## config.mk

```make
export PLATFORM = sky130hd
export DESIGN_NAME = compare_block
export DESIGN_NICKNAME = d
export VERILOG_FILES = /design/src/rtl/compare_block.sv
export SDC_FILE = /design/constraint.sdc
export NUM_CORES = 1
export LEC_CHECK = 0
export ABC_AREA = 1
export ABC_CLOCK_PERIOD_IN_PS = 15600
export BUFFER_PORTS_ARGS = -buffer_cell sky130_fd_sc_hd__buf_2
export CAP_MARGIN = 0
export CORE_ASPECT_RATIO = 1.4
export CORE_MARGIN = 2
export CORE_UTILIZATION = 23
export DETAILED_ROUTE_END_ITERATION = 10
export GPL_TIMING_DRIVEN = 0
export SKIP_CTS_REPAIR_TIMING = 1
export SLEW_MARGIN = 20
export SYNTH_ARGS = -nofsm -noshare
export SYNTH_HDL_FRONTEND = slang
export SYNTH_SLANG_ARGS = --single-unit
```

## constraint.sdc

```tcl
create_clock -name clk_i -period 15.6 [get_ports clk_i]
set_clock_uncertainty 0.2 [all_clocks]
set_input_delay 2.34 -clock clk_i [delete_from_list [all_inputs] [get_ports clk_i]]
set_output_delay 2.34 -clock clk_i [all_outputs]
set_load 0.02 [all_outputs]
```

## src/rtl/compare_block.sv

```systemverilog
// Read-data checker: queues accepted read commands, regenerates the written pattern per beat
// and compares Avalon-MM readdata under first/last-beat byte masks, latching the first mismatch.
module compare_block #(
    parameter int AMM_DATA_W     = 128,
    parameter int AMM_ADDR_W     = 12,
    parameter int AMM_BURST_W    = 11,
    parameter int CMD_FIFO_DEPTH = 4,
    parameter int BYTE_PER_WORD  = AMM_DATA_W / 8,
    parameter int BYTE_ADDR_W    = $clog2(BYTE_PER_WORD),
    parameter int ADDR_W         = AMM_ADDR_W - BYTE_ADDR_W
) (
    input  logic                   clk_i,
    input  logic                   rst_i,
    input  logic                   clear_i,
    input  logic                   cmd_valid_i,
    output logic                   cmd_ready_o,
    input  logic [ADDR_W-1:0]      cmd_addr_i,
    input  logic [AMM_BURST_W-1:0] cmd_burst_i,
    input  logic [BYTE_ADDR_W-1:0] cmd_start_off_i,
    input  logic [BYTE_ADDR_W-1:0] cmd_end_off_i,
    input  logic [7:0]             cmd_seed_i,
    input  logic                   rnd_mode_i,
    input  logic                   readdatavalid_i,
    input  logic [AMM_DATA_W-1:0]  readdata_i,
    output logic                   error_check_o,
    output logic                   unexp_rd_o,
    output logic [ADDR_W-1:0]      err_addr_o,
    output logic [AMM_DATA_W-1:0]  err_data_o,
    output logic [AMM_DATA_W-1:0]  err_exp_o,
    output logic [15:0]            err_cnt_o,
    output logic                   busy_o
);
    localparam int PTR_W = $clog2(CMD_FIFO_DEPTH);
    localparam logic [PTR_W:0] FULL_CNT = (PTR_W+1)'(CMD_FIFO_DEPTH);

    typedef struct packed {
        logic [ADDR_W-1:0]      addr;
        logic [AMM_BURST_W-1:0] burst;
        logic [BYTE_ADDR_W-1:0] soff;
        logic [BYTE_ADDR_W-1:0] eoff;
        logic [7:0]             seed;
    } cmd_t;

    typedef enum logic [1:0] {S_IDLE, S_LOAD, S_CHECK} state_t;

    function automatic logic [7:0] lfsr_next(input logic [7:0] p);
        return {p[6:0], p[6] ^ p[1] ^ p[0]};
    endfunction

    cmd_t                   fifo_mem [CMD_FIFO_DEPTH];
    cmd_t                   cmd_in, head;
    logic [PTR_W-1:0]       wr_ptr, rd_ptr;
    logic [PTR_W:0]         fifo_cnt;
    logic                   fifo_empty, fifo_full, push, pop;

    state_t                 state;
    logic [AMM_BURST_W-1:0] beat_idx, cur_idx;
    logic [7:0]             pat, cur_pat;
    logic                   fresh, last, beat, unexp, mismatch;
    logic [BYTE_PER_WORD-1:0] byte_mask, byte_diff;
    logic [AMM_DATA_W-1:0]  exp_word;

    assign cmd_in     = '{addr: cmd_addr_i, burst: cmd_burst_i, soff: cmd_start_off_i,
                          eoff: cmd_end_off_i, seed: cmd_seed_i};
    assign head       = fifo_mem[rd_ptr];
    assign fifo_empty = (fifo_cnt == '0);
    assign fifo_full  = (fifo_cnt == FULL_CNT);
    assign cmd_ready_o = !fifo_full;
    assign busy_o     = (state != S_IDLE) || !fifo_empty;

    // Head of the FIFO is always the command being checked; outside CHECK the beat state is
    // taken straight from the head so a beat landing in IDLE/LOAD is treated as beat 0.
    assign fresh    = (state != S_CHECK);
    assign cur_idx  = fresh ? '0 : beat_idx;
    assign cur_pat  = fresh ? head.seed : pat;
    assign last     = (cur_idx == head.burst - 1'b1);
    assign exp_word = {BYTE_PER_WORD{cur_pat}};
    assign beat     = readdatavalid_i && !fifo_empty;
    assign unexp    = readdatavalid_i && fifo_empty;
    assign pop      = beat && last;
    // A slot freed by this cycle's pop may be refilled even while full.
    assign push     = cmd_valid_i && (!fifo_full || pop);

    always_comb begin
        byte_mask = '1;
        byte_diff = '0;
        for (int i = 0; i < BYTE_PER_WORD; i++) begin
            byte_diff[i] = (readdata_i[i*8 +: 8] != cur_pat);
            if (cur_idx == '0 && BYTE_ADDR_W'(i) < head.soff) byte_mask[i] = 1'b0;
            if (last && BYTE_ADDR_W'(i) > head.eoff)          byte_mask[i] = 1'b0;
        end
    end

    assign mismatch = beat && |(byte_mask & byte_diff);

    always_ff @(posedge clk_i) begin
        if (push) fifo_mem[wr_ptr] <= cmd_in;
    end

    always_ff @(posedge clk_i or posedge rst_i) begin
        if (rst_i) begin
            wr_ptr   <= '0;
            rd_ptr   <= '0;
            fifo_cnt <= '0;
        end else begin
            if (push) wr_ptr <= wr_ptr + 1'b1;
            if (pop)  rd_ptr <= rd_ptr + 1'b1;
            case ({push, pop})
                2'b10:   fifo_cnt <= fifo_cnt + 1'b1;
                2'b01:   fifo_cnt <= fifo_cnt - 1'b1;
                default: ;
            endcase
        end
    end

    always_ff @(posedge clk_i or posedge rst_i) begin
        if (rst_i) begin
            state    <= S_IDLE;
            beat_idx <= '0;
            pat      <= '0;
        end else if (beat) begin
            if (last) begin
                state    <= (|fifo_cnt[PTR_W:1] || push) ? S_LOAD : S_IDLE;
                beat_idx <= '0;
            end else begin
                state    <= S_CHECK;
                beat_idx <= cur_idx + 1'b1;
                pat      <= rnd_mode_i ? lfsr_next(cur_pat) : cur_pat;
            end
        end else begin
            case (state)
                S_IDLE: if (!fifo_empty) state <= S_LOAD;
                S_LOAD: begin
                    state    <= S_CHECK;
                    beat_idx <= '0;
                    pat      <= head.seed;
                end
                default: ;
            endcase
        end
    end

    always_ff @(posedge clk_i or posedge rst_i) begin
        if (rst_i) begin
            error_check_o <= 1'b0;
            unexp_rd_o    <= 1'b0;
            err_addr_o    <= '0;
            err_data_o    <= '0;
            err_exp_o     <= '0;
            err_cnt_o     <= '0;
        end else if (clear_i) begin
            error_check_o <= 1'b0;
            unexp_rd_o    <= 1'b0;
            err_addr_o    <= '0;
            err_data_o    <= '0;
            err_exp_o     <= '0;
            err_cnt_o     <= '0;
        end else begin
            if (unexp) begin
                unexp_rd_o    <= 1'b1;
                error_check_o <= 1'b1;
            end
            if (mismatch) begin
                error_check_o <= 1'b1;
                // A zero count means no mismatch has been captured since the last clear.
                if (err_cnt_o == '0) begin
                    err_addr_o <= head.addr + ADDR_W'(cur_idx);
                    err_data_o <= readdata_i;
                    err_exp_o  <= exp_word;
                end
                if (err_cnt_o != '1) err_cnt_o <= err_cnt_o + 1'b1;
            end
        end
    end
endmodule

```

Yosys cells after proc, flatten, opt, wreduce, memory -nomap -nowiden --
Memories as Yosys holds them, arrays and structs flattened. Cells that the tools add are included.
Operators by class: order comparisons 32, $add $sub $neg 8, multiplexer cells 65, eq/ne operators 25, bitwise logic cells 3, reduce and logical (&&, ||, !) cells 61
Operators with widths (number):
- two-way mux 128 bit | 6
- inequality test 8 bit | 16
- two-way mux 8 bit | 8
- two-way mux 16 bit | 3
- two-way mux 11 bit | 4
- two-way mux 1 bit | 39
- logical AND 1 bit | 37
- > comparator 4 bit (first input constant) | 8
- less-than comparator 4 bit (first input constant) | 8
- adder 16 x 1 -> 16 bit (second input constant) | 1
- AND 16 bit | 1
- > comparator 3 x 4 -> 1 bit (first input constant) | 4
- zero test 16 bit | 1
- less-than comparator 3 x 4 -> 1 bit (first input constant) | 4
- inequality test 16 bit (second input constant) | 1
- OR reduction 16 bit | 1
- nonzero test 2 bit | 7
- adder 11 x 1 -> 11 bit (second input constant) | 1
- equality test 11 bit | 1
- zero test 11 bit | 1
- subtractor 11 x 1 -> 11 bit (second input constant) | 1
- adder 8 bit | 1
- > comparator 1 x 4 -> 1 bit (first input constant) | 2
- > comparator 2 x 4 -> 1 bit (first input constant) | 2
- 21 further kinds | 36
Word-level totals: memories 1, output and inout bits 284, bits in writable memories 140, logic and storage cells 207, bits in registers 310
Memory list:
- fifo_mem | depth 4, width 35, rd ports 1, clocked after Yosys merged registers in 0, wr ports 1, line 50 | cmd_t fifo_mem [CMD_FIFO_DEPTH];

Longest topological paths before layout --
Gate-level depths: netlist of run 1.
depth after elaboration 11, gate-level depth with buffers 28, mapped depth without buffers 24

Worst setup path before layout of run 1 --
No wires, ideal clock.
path kind input -> register, from in readdatavalid_i, to mem fifo_mem[0][0] in the netlist's numbering (enable), stages 4, slack 10.462 ns, data arrival time 4.511 ns, cells stage by stage nand2_1 -> nor2_1 -> o21ai_1 -> nor2_1
Between the ends: word-level cells in the longest chain between the ends 6
Ends and longest elaborated chain:
- from (decl) | line 23 | input logic readdatavalid_i,
- logical AND 1 bit | line 78 | assign beat = readdatavalid_i && !fifo_empty;
- logical AND 1 bit | line 80 | assign pop = beat && last;
- logical OR 1 bit | line 82 | assign push = cmd_valid_i && (!fifo_full || pop);
- logical AND 1 bit | line 82
- two-way mux 1 bit | line 97 | if (push) fifo_mem[wr_ptr] <= cmd_in;
- two-way mux 1 bit (implied by the code) | line 97
- to (decl) | line 50
Every way passes these cells.

Worst setup path in the final report of run 1 --
from reg rd_ptr[1], to reg err_cnt_o[12]
Between the ends: word-level cells in the longest chain between the ends 10
Ends and longest elaborated chain:
- from (decl) | line 52 | logic [PTR_W-1:0] wr_ptr, rd_ptr;
- from (signal assigned) | line 107 | if (pop) rd_ptr <= rd_ptr + 1'b1;
- memory (4 x 35 bit) *
- subtractor 11 x 1 -> 11 bit, or another cell as far along | line 76 | assign last = (cur_idx == head.burst - 1'b1);
- equality test 11 bit / logical AND 1 bit (equally long branches) | line 76, 89
- logical AND 1 bit / two-way mux 1 bit (equally long branches) | line 90, 89
- two-way mux 1 bit | line 90 | if (last && BYTE_ADDR_W'(i) > head.eoff) byte_mask[i] = 1'b0;
- AND 16 bit * | line 94 | assign mismatch = beat && |(byte_mask & byte_diff);
- OR reduction 16 bit * | line 94
- logical AND 1 bit * | line 94
- nonzero test 2 bit (no line) *
- AND reduction 2 bit (no line) *
- to (signal assigned) | line 171 | if (err_cnt_o != '1) err_cnt_o <= err_cnt_o + 1'b1;
- to (decl) | line 30 | output logic [15:0] err_cnt_o,
Every way passes the cells marked *; elsewhere a longest branch is shown, timed or not. A chain may end at the register's enable or synchronous reset.

==> summary by stage, run 1 <==
Status
The flow ran to the end, and the final reports show no timing, DRC or antenna violations.

Floorplan
The total area inside the core boundary comes to 80000 µm². The die width is 244 µm. The starting density of the core is 23.1%. The area of the die is around 83000 µm². The vertical extent of the die is 340 µm. The site row count is roughly 120. Pin placement for this block handled 453 I/O pins.

Clocking
No sink is reached through more buffers than the 3 on the longest clock path. The tree is rooted in a sky130_fd_sc_hd__clkbuf_16. The number of clock buffers inserted by TritonCTS is 36.

The clock net in this run drives a total of 330 sinks. The clock slew at the register clock pins of the worst setup and hold paths is 60 ps. The clock reaches the later pin of the worst-skew pair after 550 ps. The maximum level of the CTS H-tree is 2. TritonCTS built the clock tree.

STA
Setup violations remaining at the end of the flow were counted as 0. Setup repair after global routing left no endpoint under its margin. The minimum period implied by the final worst setup slack is roughly 4800 ps. For the pin with the worst max-slew slack, the measured transition is 956 ps. The max-slew violation count is 0.

Adding up every negative setup slack in the final design gives 0 ps. Derived from the worst setup path, the maximum achievable clock frequency is 0.207 GHz. Measured against its own limit, the worst slew margin works out to 36.3%.

The total count of hold-check failures in the final report is 0. The worst path uses between 30% and 40% of the clock period.

Worst setup path
The startpoint class of the critical path is a register. Walking the worst path, the cells encountered are buf_4 -> inv_4 -> buf_2 -> nand3_1 -> nand2_1 -> nand2_1 -> nand2_1 -> buf_4 -> xor2_1 -> nand2_1 -> nor3_1 -> nand4_1 -> nand3_1 -> nand2_1 -> nor2_1 -> nand2_1 -> o21bai_1 -> nand2_1 -> nand2_2 -> buf_4 -> nand2_1 -> nand2_1. For the worst setup path, the data arrival time is 5120 ps. The peak per-stage delay on the critical path is 540 ps. The worst setup path category is reg -> reg. The dominant delay contributor by cell family on the critical path is simple AND/OR/NAND/NOR gates. STA classifies the critical path endpoint as a register.

The buffer and inverter count on the worst path is 5. At the worst endpoint, the required time is roughly 16000 ps. The highest fanout seen on the critical path is 10.

Counting stages on the worst path, the most repeated cell is sky130_fd_sc_hd__nand2_1. The master of the slowest instance on the critical path is sky130_fd_sc_hd__o21bai_1.

Global route
The initial antenna violation count is 39. The total global routing track utilization is 17.6%. The number of global-route vias before repair came to 15800. After global routing the overflow that remains totals 0. Entering global routing, the biggest net connects 95 pins. The global-route wire length before repair is roughly 110000 µm.

Route
The vias per cell is 4.52. After the first detailed-routing iteration, the DRC count stood at 878. The number of DRC violations after detailed routing is 0. The total wire length after detailed routing is between 70000 and 80000 µm.

The first detailed-routing pass took 5 iterations. In this run the remaining antenna-violating nets after routing total 0. After detailed routing, the average wire length per cell comes to ~21 µm. The total number of vias is 16300.

Synthesis
The number of flops mapped to enable cells by yosys is 140. Of all flip-flops after synthesis, the portion carrying an async set or reset was 57.6%. The number of instances in the synthesized netlist is 2015. The count of synthesis-stage warnings from yosys is 0. The summed instance area of the synthesized netlist is ~19000 µm². The post-synth net total is 2203. Averaged over all synthesized cells, the footprint is 9.18 µm². The portion of the post-synthesis area used by sequential elements is 48.4%. Counting distinct cell types in the post-synthesis netlist gives 46. The synthesized design contains 330 register bits.

The dominant synthesized flop cell is sky130_fd_sc_hd__dfrtp_1.

Power and ir drop
The worst-case IR drop observed on VDD is 78.7 µV. The analysis attributes to cell leakage a power of 11.4 nW. For this design the ratio of total power to cell area is 165 nW/µm².

Cells and area
In the layout the commonest cells are sky130_fd_sc_hd__buf_2 (482), sky130_fd_sc_hd__nand2_1 (445), sky130_fd_sc_hd__dfrtp_1 (190), sky130_fd_sc_hd__nand3_1 (189), sky130_fd_sc_hd__nand4_1 (187). The relative area change from synthesis to final layout is 26.8%. Summing all flip-flop and latch instances after layout gives 8960 µm².

For this run, the number of standard cells in the final layout without fillers is roughly 3600. Leaving out fill and tap cells, the most frequent cell in the layout is sky130_fd_sc_hd__buf_2. The area of combinational cells with multiple inputs is 7500 µm². The total of fill cells in the finished design is about 8500. For this run, the post-layout net count is 2700. The share of cells above drive strength 1 is 31.7%.

Place
The HPWL reported at the end of detailed placement is between 50000 and 60000 µm. Counting tap cells, the placed design contains a total of 3536 instances. The congestion estimate from routability-driven global placement came to 0.908. In this run the tool buffered the top-level ports with around 450 buffer cells.

Worst hold path
The tightest min-delay check is of the reg -> reg type.

Flow run
Across the run, the number of max-cap violations was 0.
## worst register-to-register path, stage by stage (launching register included)
cell                       delay (ps)
sky130_fd_sc_hd__dfrtp_1          380
sky130_fd_sc_hd__buf_4            190
sky130_fd_sc_hd__inv_4            100
sky130_fd_sc_hd__buf_2            300
sky130_fd_sc_hd__nand3_1          110
sky130_fd_sc_hd__nand2_1          160
sky130_fd_sc_hd__nand2_1           80
sky130_fd_sc_hd__nand2_1          330
sky130_fd_sc_hd__buf_4            390
sky130_fd_sc_hd__xor2_1           190
sky130_fd_sc_hd__nand2_1           60
sky130_fd_sc_hd__nor3_1           150
sky130_fd_sc_hd__nand4_1          380
sky130_fd_sc_hd__nand3_1          230
sky130_fd_sc_hd__nand2_1           60
sky130_fd_sc_hd__nor2_1           110
sky130_fd_sc_hd__nand2_1          120
sky130_fd_sc_hd__o21bai_1         540
sky130_fd_sc_hd__nand2_1          170
sky130_fd_sc_hd__nand2_2          190
sky130_fd_sc_hd__buf_4            200
sky130_fd_sc_hd__nand2_1           70
sky130_fd_sc_hd__nand2_1           70
## layer usage
layer | track usage [%] | wire length (µm) | vias up
li1 | - | - | 7795
met1 | 18.4 | 27000 | 7725
met2 | 31.4 | 37700 | 592
met3 | 5.27 | 5610 | 201
met4 | 9.85 | 4530 | 34
met5 | 0 | 198 | -
## cells in the mapped netlist, types with 3 or more instances
cell type | number | area (µm²)
sky130_fd_sc_hd__clkbuf_1 | 46 | 173
sky130_fd_sc_hd__nor3_1 | 19 | 95.1
sky130_fd_sc_hd__nor2_4 | 6 | 67.6
sky130_fd_sc_hd__nand2_1 | 445 | 1670
sky130_fd_sc_hd__inv_2 | 7 | 26.3
sky130_fd_sc_hd__nand3_2 | 60 | 601
sky130_fd_sc_hd__a32oi_1 | 5 | 43.8
sky130_fd_sc_hd__nor2_1 | 106 | 398
sky130_fd_sc_hd__nor4_1 | 3 | 18.8
sky130_fd_sc_hd__buf_1 | 11 | 41.3
sky130_fd_sc_hd__buf_4 | 138 | 1040
sky130_fd_sc_hd__nand2_2 | 10 | 62.6
sky130_fd_sc_hd__a21oi_1 | 30 | 150
sky130_fd_sc_hd__or2_2 | 3 | 18.8
sky130_fd_sc_hd__xnor2_1 | 53 | 464
sky130_fd_sc_hd__a31oi_1 | 3 | 18.8
sky130_fd_sc_hd__nand3_1 | 189 | 946
sky130_fd_sc_hd__o22ai_1 | 24 | 150
sky130_fd_sc_hd__dfrtp_1 | 190 | 4750
sky130_fd_sc_hd__o21ai_0 | 59 | 295
sky130_fd_sc_hd__inv_1 | 97 | 364
sky130_fd_sc_hd__buf_12 | 8 | 160
sky130_fd_sc_hd__a32o_1 | 3 | 30.0
sky130_fd_sc_hd__edfxtp_1 | 140 | 4200
sky130_fd_sc_hd__nand4_1 | 187 | 1170
sky130_fd_sc_hd__ha_1 | 17 | 213
sky130_fd_sc_hd__buf_2 | 30 | 150
sky130_fd_sc_hd__buf_6 | 11 | 124
sky130_fd_sc_hd__xor2_1 | 88 | 771
sky130_fd_sc_hd__nand3b_1 | 5 | 37.5
## path summary, 6_finish.rpt
check	from	to	slack, ps	depth (start not counted)
setup / recovery	rd_ptr[1]	err_cnt_o[12]	10760	22
hold / removal	err_data_o[122]	err_data_o[122]	290	2
min in group asynchronous	rst_i	err_data_o[16]	1570	2
max in group asynchronous	rst_i	err_data_o[91]	12810	3
setup reg to reg	rd_ptr[1]	err_cnt_o[12]	10760	22
hold reg to reg	err_data_o[122]	err_data_o[122]	290	2
## state kept, by name, indices dropped and copies added, names as in the netlist
signal         cells
wr_ptr             2
fifo_cnt           3
unexp_rd_o         1
err_cnt_o         16
err_addr_o         8
pat                8
err_exp_o          8
beat_idx          11
error_check_o      1
state              2
err_data_o       128
rd_ptr             2
fifo_mem         140
## cells by family after synthesis
group / after synthesis / share of synthesized area [%]
AO/OA/AOI/OAI: 132 / 4.06
XOR/XNOR: 141 / 6.67
adder cells (fa/ha/maj): 19 / 1.37
buffers and inverters: 350 / 11.3
flip-flops: 330 / 48.4
multiplexers: 1 / 0.0541
AND/OR/NAND/NOR: 1042 / 28.2
## area by class of cell
type,count,share of cell area [%]
sequential,330,38.2
inverter,106,1.75
timing repair buffer,459,10.3
antenna,16,0.171
clock inverter,22,0.815
tap,1062,5.66
buffer,244,7.17
multi-input combinational,1335,32.0
clock buffer,43,4.03
## power by group
group          total, W  leakage [nW]  switching (W)  internal [W]
Sequential      0.00118          3.82      0.0000992       0.00108
Combinational   0.00185          7.03        0.00123      0.000619
Clock          0.000839         0.552       0.000368      0.000472
## metrics by stage
stage | util (%) | instance area, µm² | worst slack (ps) | hold WS, ps | total power, W
CTS | 29.3 | 23400 | 10640 | 297 | 0.00392
global placement | 27.6 | 22100 | 4970 | 278 | 0.00303
detailed placement | 27.9 | 22300 | 10280 | 283 | 0.00306
floorplan | - | 18500 | 7890 | 269 | 0.00236
finish | 29.3 | 23500 | 10760 | 291 | 0.00387
global route | 29.3 | 23500 | 10420 | 313 | 0.00409
Power figures use the tool's default switching activity.
==> inputs of run 2 (changes only) <==
- ABC_AREA: 1 -> 0
- ABC_CLOCK_PERIOD_IN_PS: 15600 -> 4300
- clock period: 15.6 -> 4.3 ns (I/O delays scaled with it)
==> run 2 against run 1 <==
Clock power rose to 4.2 times the previous value. Critical endpoint is now err_data_o[55]. The run now ends with setup timing left. Clock-buffer cell count up 6. Synthesized cell count down 32%. Largest power group unchanged. Cell count down 19%. Combinational power rose to 4.1 times the previous value. Sequential power rose to 3.7 times the previous value. Non-clock buffer count up 10. Die area down 7.6%. Via count down 18%. Sequential share of layout area up 0.28 points. Final area down 0.71%. Hold slack worse by 190 ps.
==> summary by stage, run 2 <==
Flow run
The max-capacitance violation count is 0.

Global route
For met1 alone, demand over resource in global routing was 17.5%. In the global route stage, met2 resource usage came out at 29.2%. Entering global routing, the biggest net connects 37 pins.

In the global route stage, overall resource usage came out at 16.2%. For this run, global-route usage on met3 was measured as 3.65%. The number of global-route vias before repair is 13300.

The total overflow left after global routing is 0. The global routing stage identified its most utilized layer as met2. The initial antenna violation count is 22.

The first global-routing pass estimated between 80000 and 90000 µm of wire.

STA
The worst pin sits at a relative slew slack of ~43%. The actual transition at the worst max-transition pin is between 800 and 900 ps. The smallest clock period supported by the final layout is computed as 4590 ps. The count of endpoints failing setup in the final report is between 150 and 200. The total count of hold-check failures in the final report was 0.

The max-slew violation count came to 0. Derived from the worst setup path, the maximum achievable clock frequency is about 0.22 GHz. The final critical-path share of the clock period is 107%. The minimum setup slack in the final design is -293 ps.

Setup repair after global routing could not meet its margin everywhere.

Worst setup path
The cell seen most often among critical-path stages is sky130_fd_sc_hd__buf_6. The reg-to-reg critical path startpoint is state[1]. The element type at the critical path end is a register. The master of the slowest instance on the critical path is sky130_fd_sc_hd__dfrtp_1.

Along the worst path, the maximum fanout reaches 10. The critical path starts at state[1]. The critical path contains buffers and inverters numbering 7 combined. Traced cell by cell, the critical path runs through nor2b_1 -> clkbuf_4 -> buf_4 -> nand2_1 -> ha_1 -> nor2b_2 -> a32oi_4 -> buf_4 -> or2_2 -> nor2_1 -> a21oi_2 -> nor4_4 -> a21oi_4 -> nor3_4 -> buf_6 -> and2_4 -> nor4_4 -> buf_6 -> clkbuf_16 -> buf_6 -> a22o_1. Data on the critical path arrives at its endpoint at 4840 ps. The kind of cell with the highest combined delay along the critical path is simple AND/OR/NAND/NOR gates.

The worst setup path category is reg -> reg. The required time of the critical path is 4550 ps. The peak per-stage delay on the critical path is ~400 ps. STA classifies the critical path startpoint as a register.

Cells and area
The largest registers in the layout are fifo_mem (140), err_data_o (128), err_cnt_o (16). The most frequent standard cell in the layout excluding fill and tap cells is sky130_fd_sc_hd__buf_2. The relative area change from synthesis to final layout is 36.4%. The share of cells above drive strength 1 is 44.9%. The register with the most flip-flops in the final layout is fifo_mem. The number of flip-flops under the largest register name is 140. In the layout the commonest cells are sky130_fd_sc_hd__buf_2 (458), sky130_fd_sc_hd__dfrtp_1 (189), sky130_fd_sc_hd__buf_4 (171), sky130_fd_sc_hd__xnor2_1 (153), sky130_fd_sc_hd__edfxtp_1 (140). For this run, the post-layout net count is 2116.

Synthesis
The cell type contributing the most total cell area after synthesis is sky130_fd_sc_hd__dfrtp_1. By area, the combinational part of the netlist is dominated by compound AO/OA/AOI/OAI gates. The most used flip-flop cell after synthesis is sky130_fd_sc_hd__dfrtp_1. By instance count, the leading cell after synthesis is sky130_fd_sc_hd__dfrtp_1. In the synthesized netlist, the cells that appear most often are sky130_fd_sc_hd__dfrtp_1 (190), sky130_fd_sc_hd__xnor2_1 (153), sky130_fd_sc_hd__edfxtp_1 (140). The share of Yosys cell area claimed by the top area cell type is 27.8%.

By area the synthesized netlist is led by sky130_fd_sc_hd__dfrtp_1 (28%), sky130_fd_sc_hd__edfxtp_1 (25%), sky130_fd_sc_hd__xnor2_1 (7.8%), sky130_fd_sc_hd__a22o_1 (7.0%), sky130_fd_sc_hd__buf_4 (5.6%). The number of flops mapped to enable cells by yosys is 140. The fraction of synthesized area in multiplexers is 6.65%.

The post-synthesis register bit count is 330. Summing the sequential cell areas from Yosys gives 52.4% of the chip area. The count of synthesis-stage warnings from yosys is 0. The synthesized netlist devotes roughly 10% of its cell area to XOR and XNOR gates. The number of instances in the synthesized netlist is 1380. The area fraction in and, or, nand and nor cells after synthesis is 8.38%.

In this run the mean area of a mapped cell was 12.4 µm². The summed instance area of the synthesized netlist is 17100 µm². Synthesis produced a netlist with a net count of 1568. In the synthesized netlist the async set-or-reset flop fraction comes to 57.6%.

Counting distinct cell types in the post-synthesis netlist gives 66. The synthesized netlist devotes 1.48% of its cell area to adder and majority cells. The area fraction in compound gates after synthesis is between 10% and 20%.

Route
The vias per cell is 4.59. The residual antenna-violating net count after detailed routing is 0. Summed over all layers, the routed wires come to approximately 65000 µm.

The final route contains between 10000 and 15000 vias. For this run, the detailed router's first-pass iteration total came to 5. The number of DRC violations after detailed routing is 0. The detailed router finished its first iteration with between 700 and 800 violations. After detailed routing, the average wire length per cell comes to 22.3 µm.

Floorplan
The vertical extent of the die is 327 µm. The floorplan has between 100 and 150 rows. The starting density of the core is 23.1%. The die width is 234 µm.

The floorplan step defined a die boundary enclosing 76500 µm². The count of boundary I/O pins is approximately 450. After floorplanning, the core was sized to cover 73800 µm².

Power and ir drop
In this run the power density over the cells is 661 nW/µm². The worst-case IR drop observed on VDD is between 200 and 250 µV. The static leakage power is 10.3 nW. The total power of the final layout is 0.0154 W.

Place
The HPWL reported at the end of detailed placement is 49500 µm. At the end of routability-driven placement, the weighted congestion stood at between 0.9 and 1. The setup slack at placement is -2430 ps. The count of buffers added on input and output ports is 451.

Status
The flow ran to the end, but the final reports show violations. The final reports fail on setup timing.

Clocking
Buffers inserted during clock tree synthesis total 37. After clock tree synthesis, the clock-pin slew on the worst setup and hold paths is 60 ps. The H-tree was split into 2 levels. The TritonCTS sink count is 330. The later pin in the worst-skew pair is clocked with a latency of 570 ps.

TritonCTS built the clock tree. The root buffer cell is sky130_fd_sc_hd__clkbuf_16. In this run the deepest clock path goes through 3 buffers.

Worst hold path
The type of the tightest min-delay check is in -> reg. The startpoint of the tightest hold check path is cmd_end_off_i[1].
## run 2: cell types whose count changed after synthesis, moves of 22 or more
cell / delta
sky130_fd_sc_hd__nand2_1: -419
sky130_fd_sc_hd__nand4_1: -164
sky130_fd_sc_hd__nand3_1: -161
sky130_fd_sc_hd__a22o_1: +136
sky130_fd_sc_hd__xnor2_1: +100
sky130_fd_sc_hd__inv_1: -60
sky130_fd_sc_hd__nand3_2: -60
sky130_fd_sc_hd__nor2_1: -53
sky130_fd_sc_hd__xor2_1: -44
sky130_fd_sc_hd__nor4_1: +37
sky130_fd_sc_hd__mux4_2: +36
sky130_fd_sc_hd__o21ai_0: -36
sky130_fd_sc_hd__o22ai_1: -22
## run 2: per-layer routing
metal  up-vias  wire, µm
li1       6060         -
met1      6685     23700
met2       538     33300
met5         -        61
met4        12      3450
met3       157      4580
## run 2: cell type report
cell class,instances,area [µm²]
Antenna cell,11,27.5
Buffer,200,1600
Clock buffer,49,1050
Clock inverter,19,288
Fill cell,7465,50500
Inverter,38,146
Multi-Input combinational cell,808,7110
Sequential cell,330,8960
Tap cell,960,1200
Timing Repair Buffer,513,2920
## run 2: logic make-up (layout without fill, tap and decap cells)
| logic type | after synthesis | after routing |
|---|---|---|
| flops | 330 | 330 |
| other cells | 0 | 11 |
| mux | 58 | 58 |
| fa+ha+maj | 19 | 19 |
| simple gates | 263 | 264 |
| compound gates | 269 | 269 |
| buf+inv | 243 | 819 |
| xor+xnor | 198 | 198 |
## run 2: final timing paths
kind / end / slack (ps) / depth (start not counted)
hold / removal: fifo_mem[3][9] / 100 / 1
min in group asynchronous: err_exp_o[121] / 490 / 3
hold reg to reg: err_addr_o[7] / 290 / 1
setup reg to reg: err_data_o[55] / -290 / 21
max in group asynchronous: err_data_o[7] / 2420 / 6
setup / recovery: err_data_o[55] / -290 / 21
## run 2: metrics by stage
step                instance area (µm²)  util [%]  instances  setup TNS [ps]  hold slack, ps
finish                            23300      31.6       2928          -39230             104
global route                      23300      31.6       2922          -94850            84.0
CTS                               22000      29.9       2865         -548090           -94.5
detailed placement                20700      28.0       2797         -541000             283
global placement                  20600      27.9       2791         -582210             275
floorplan                         17100         -       1380               0             269
## run 2: where the power goes
| part | internal (W) | switching (W) | leakage [nW] |
|---|---|---|---|
| sequential | 0.00394 | 0.000400 | 3.83 |
| clock | 0.00216 | 0.00137 | 0.652 |
| combinational | 0.00308 | 0.00444 | 5.81 |
| total | 0.00918 | 0.00622 | 10.3 |
==> inputs of run 3 (changes only) <==
- CORE_ASPECT_RATIO: 1.4 -> 0.7
- CORE_UTILIZATION: 23 -> 48
- PLACE_DENSITY: default -> 0.77
==> run 3 against run 2 <==
The run still ends with setup timing left. Largest power group unchanged. Critical path type unchanged. Highest routed layer unchanged. Worst setup slack lost 100 ps. Largest cell class unchanged. Via count grew 0.65%. Critical endpoint is now err_data_o[98]. Cell count down 17%.
==> summary by stage, run 3 (synthesis gave the netlist of run 2 again) <==
Cells and area
The total area of sequential cells is 8960 µm². The library cells used most frequently in the layout, excluding fill and tap cells, are sky130_fd_sc_hd__buf_2 (466), sky130_fd_sc_hd__dfrtp_1 (190), sky130_fd_sc_hd__xnor2_1 (153), sky130_fd_sc_hd__buf_4 (151), sky130_fd_sc_hd__edfxtp_1 (140). The library cell used most frequently in the layout, excluding fill and tap cells, is sky130_fd_sc_hd__buf_2.

The filler cells instantiated in the layout total 2718. The register with the most flip-flops in the layout has between 100 and 150 of them. The area of combinational cells with multiple inputs is about 6800 µm². The final standard cell utilization of the core is 62.6%.

After the flow finishes, the layout carries non-filler instances totaling 2417. The register with the most flip-flops is fifo_mem. The relative area change from synthesis to final layout is 27.7%.

In the final design database the tool counted 2084 nets. The post-route netlist has 42.4% of its cells at a drive strength greater than 1. The final instance area is 21800 µm².

The largest registers in the layout are fifo_mem (140), err_data_o (128), err_cnt_o (16).

Worst setup path
At the worst endpoint, the required time is 4560 ps. At the worst endpoint, the arrival time is approximately 5000 ps. The startpoint identified for the worst register-to-register timing path is rd_ptr[0]. The dominant delay contributor by cell family on the critical path is buffers and inverters. The peak per-stage delay on the critical path is 500 ps. The worst setup path category is reg -> reg. The setup slack on the worst flop-to-flop path is -390 ps. The buffer and inverter count on the worst path is 10. Walking the worst path, the cells encountered are buf_12 -> buf_12 -> buf_4 -> mux4_2 -> buf_2 -> mux2i_4 -> buf_4 -> buf_4 -> xnor2_1 -> nor4_1 -> a21oi_1 -> a22oi_1 -> nand4_1 -> nor3_2 -> buf_4 -> a21oi_4 -> a21oi_4 -> buf_12 -> buf_12 -> clkbuf_4 -> a22o_1. STA classifies the critical path startpoint as a register. The master of the slowest instance on the critical path is sky130_fd_sc_hd__mux4_2.

In this run the worst path has a maximum fanout of 10. The endpoint identified for the worst register-to-register timing path is err_data_o[98]. The worst-case reg-to-reg path depth is 21. The element type at the critical path end is a register.

Clocking
After clock tree synthesis, the clock-pin slew on the worst setup and hold paths is 70 ps. The maximum level of the CTS H-tree is 2. Counting the buffers created by CTS gives 34.

The clock tree from TritonCTS is done. The TritonCTS sink count is 330. The clock reaches the later pin of the worst-skew pair after 530 ps. The tree is rooted in a sky130_fd_sc_hd__clkbuf_16. No sink is reached through more buffers than the 3 on the longest clock path.

Flow run
Max-cap violations in this run came to 0.

Floorplan
The die covers 37200 µm². The placeable core region is 34900 µm². The die width is around 230 µm.

Row generation in the floorplan step produced between 50 and 60 rows. Pin placement for this block handled 453 I/O pins. From bottom edge to top edge, the die measures 162 µm. The starting density of the core is 49.0%.

Global route
The number of global-route vias before repair is 12800. Entering global routing, the biggest net connects 36 pins. The global-route wire length before repair is 82000 µm. The total congestion overflow after global routing is 0. The initial antenna violation count is 31. Global routing used 29.4% of the available tracks across all layers.

STA
The actual transition at the worst max-transition pin is 1120 ps. The minimum setup slack in the final design is -393 ps. The final critical-path share of the clock period is 109%. Setup repair after global routing could not meet its margin everywhere. Timing would allow up to 0.213 GHz. In this run the tightest slew margin relative to its limit is 25.0%. The routed design could run at a clock period as short as 4690 ps. The max-slew violation count was 0. The count of endpoints failing setup in the final report is 302. The total count of hold-check failures in the final report was 0.

Route
In the routed layout, each cell is associated on average with a via count of 5.60. The detailed router finished its first iteration with 1267 violations. The routed wire length per instance is 23.3 µm.

For this block, the via count after detailed routing is 13500. The residual antenna-violating net count after detailed routing is 0. Before antenna repair, the detailed router went through 5 iterations. For this run, design rule violations remaining after detail routing come to 0.

The final layout contains routed wiring with a total length of 56300 µm.

Status
The flow ran to the end, but the final reports show violations. The final reports fail on setup timing.

Power and ir drop
The power density normalized to cell area is between 600 and 700 nW/µm². The maximum VDD drop is 403 µV. The net switching power is 0.00558 W. The relative contribution of sequential cells to total power is 31.1%. The internal portion of the total power is 0.00847 W. The share of total power in the clock network is 21.9%. In this run switching power makes up 39.7% of total power.

The combinational share of power is 47.0%. The total power of the final layout is 0.0141 W. The static leakage power is between 9 and 10 nW.

Place
Timing analysis after detailed placement gives a worst setup slack of -1620 ps. After detailed placement, the total cell area comes to 20100 µm². The number of port buffers is 451. The placer congestion estimate is around 0.93.

After legalization and detailed placement, the total HPWL measured roughly 43000 µm. The number of placed instances, taps included, is 2309.

Worst hold path
The startpoint identified for the worst hold timing path is cmd_end_off_i[2]. Counting instances, the worst hold path has a depth of 1. The hold path endpoint is fifo_mem[2][10]. The type of the tightest min-delay check is in -> reg.
## run 3: metal layers
layer / track usage, % / wire length (µm)
met1: 40.1 / 23000
met2: 46.6 / 26700
met3: 6.11 / 4510
met5: 0 / 65
met4: 11.3 / 2060
## run 3: layout make-up
| type | count | share of cell area [%] |
|---|---|---|
| Sequential cell | 330 | 41.1 |
| Buffer | 203 | 6.81 |
| Antenna cell | 24 | 0.275 |
| Inverter | 38 | 0.671 |
| Clock buffer | 44 | 4.50 |
| Clock inverter | 17 | 0.809 |
| Tap cell | 472 | 2.71 |
| Timing Repair Buffer | 482 | 12.0 |
| Multi-Input combinational cell | 807 | 31.2 |
## run 3: power groups by stage
stage	clock [W]	sequential [W]	combinational, W
after floorplan	0	0.00463	0.00398
after global placement	0	0.00438	0.00605
after detailed placement	0	0.00441	0.00617
after CTS	0.00312	0.00436	0.00620
after global routing	0.00325	0.00443	0.00702
final	0.00308	0.00436	0.00661
## run 3: how the worst max path moves through the flow
stage / start / to / slack, ps / depth (start not counted)
final: rd_ptr[0] / err_data_o[98] / -390 / 21
after global routing: rd_ptr[0] / err_exp_o[120] / -600 / 18
after CTS: state[1] / err_data_o[40] / -1710 / 19
after detailed placement: state[1] / err_data_o[23] / -1620 / 18
after global placement: state[0] / err_data_o[73] / -1630 / 19
after floorplan: rd_ptr[0] / fifo_cnt[1] / 8 / 17
## run 3: per-stage QoR
step                      TNS [ps]  hold slack (ps)
after floorplan                  0              269
after global placement     -392650              272
after detailed placement   -370240              276
after CTS                  -387410             -173
after global routing       -130280              117
final                       -74870              124
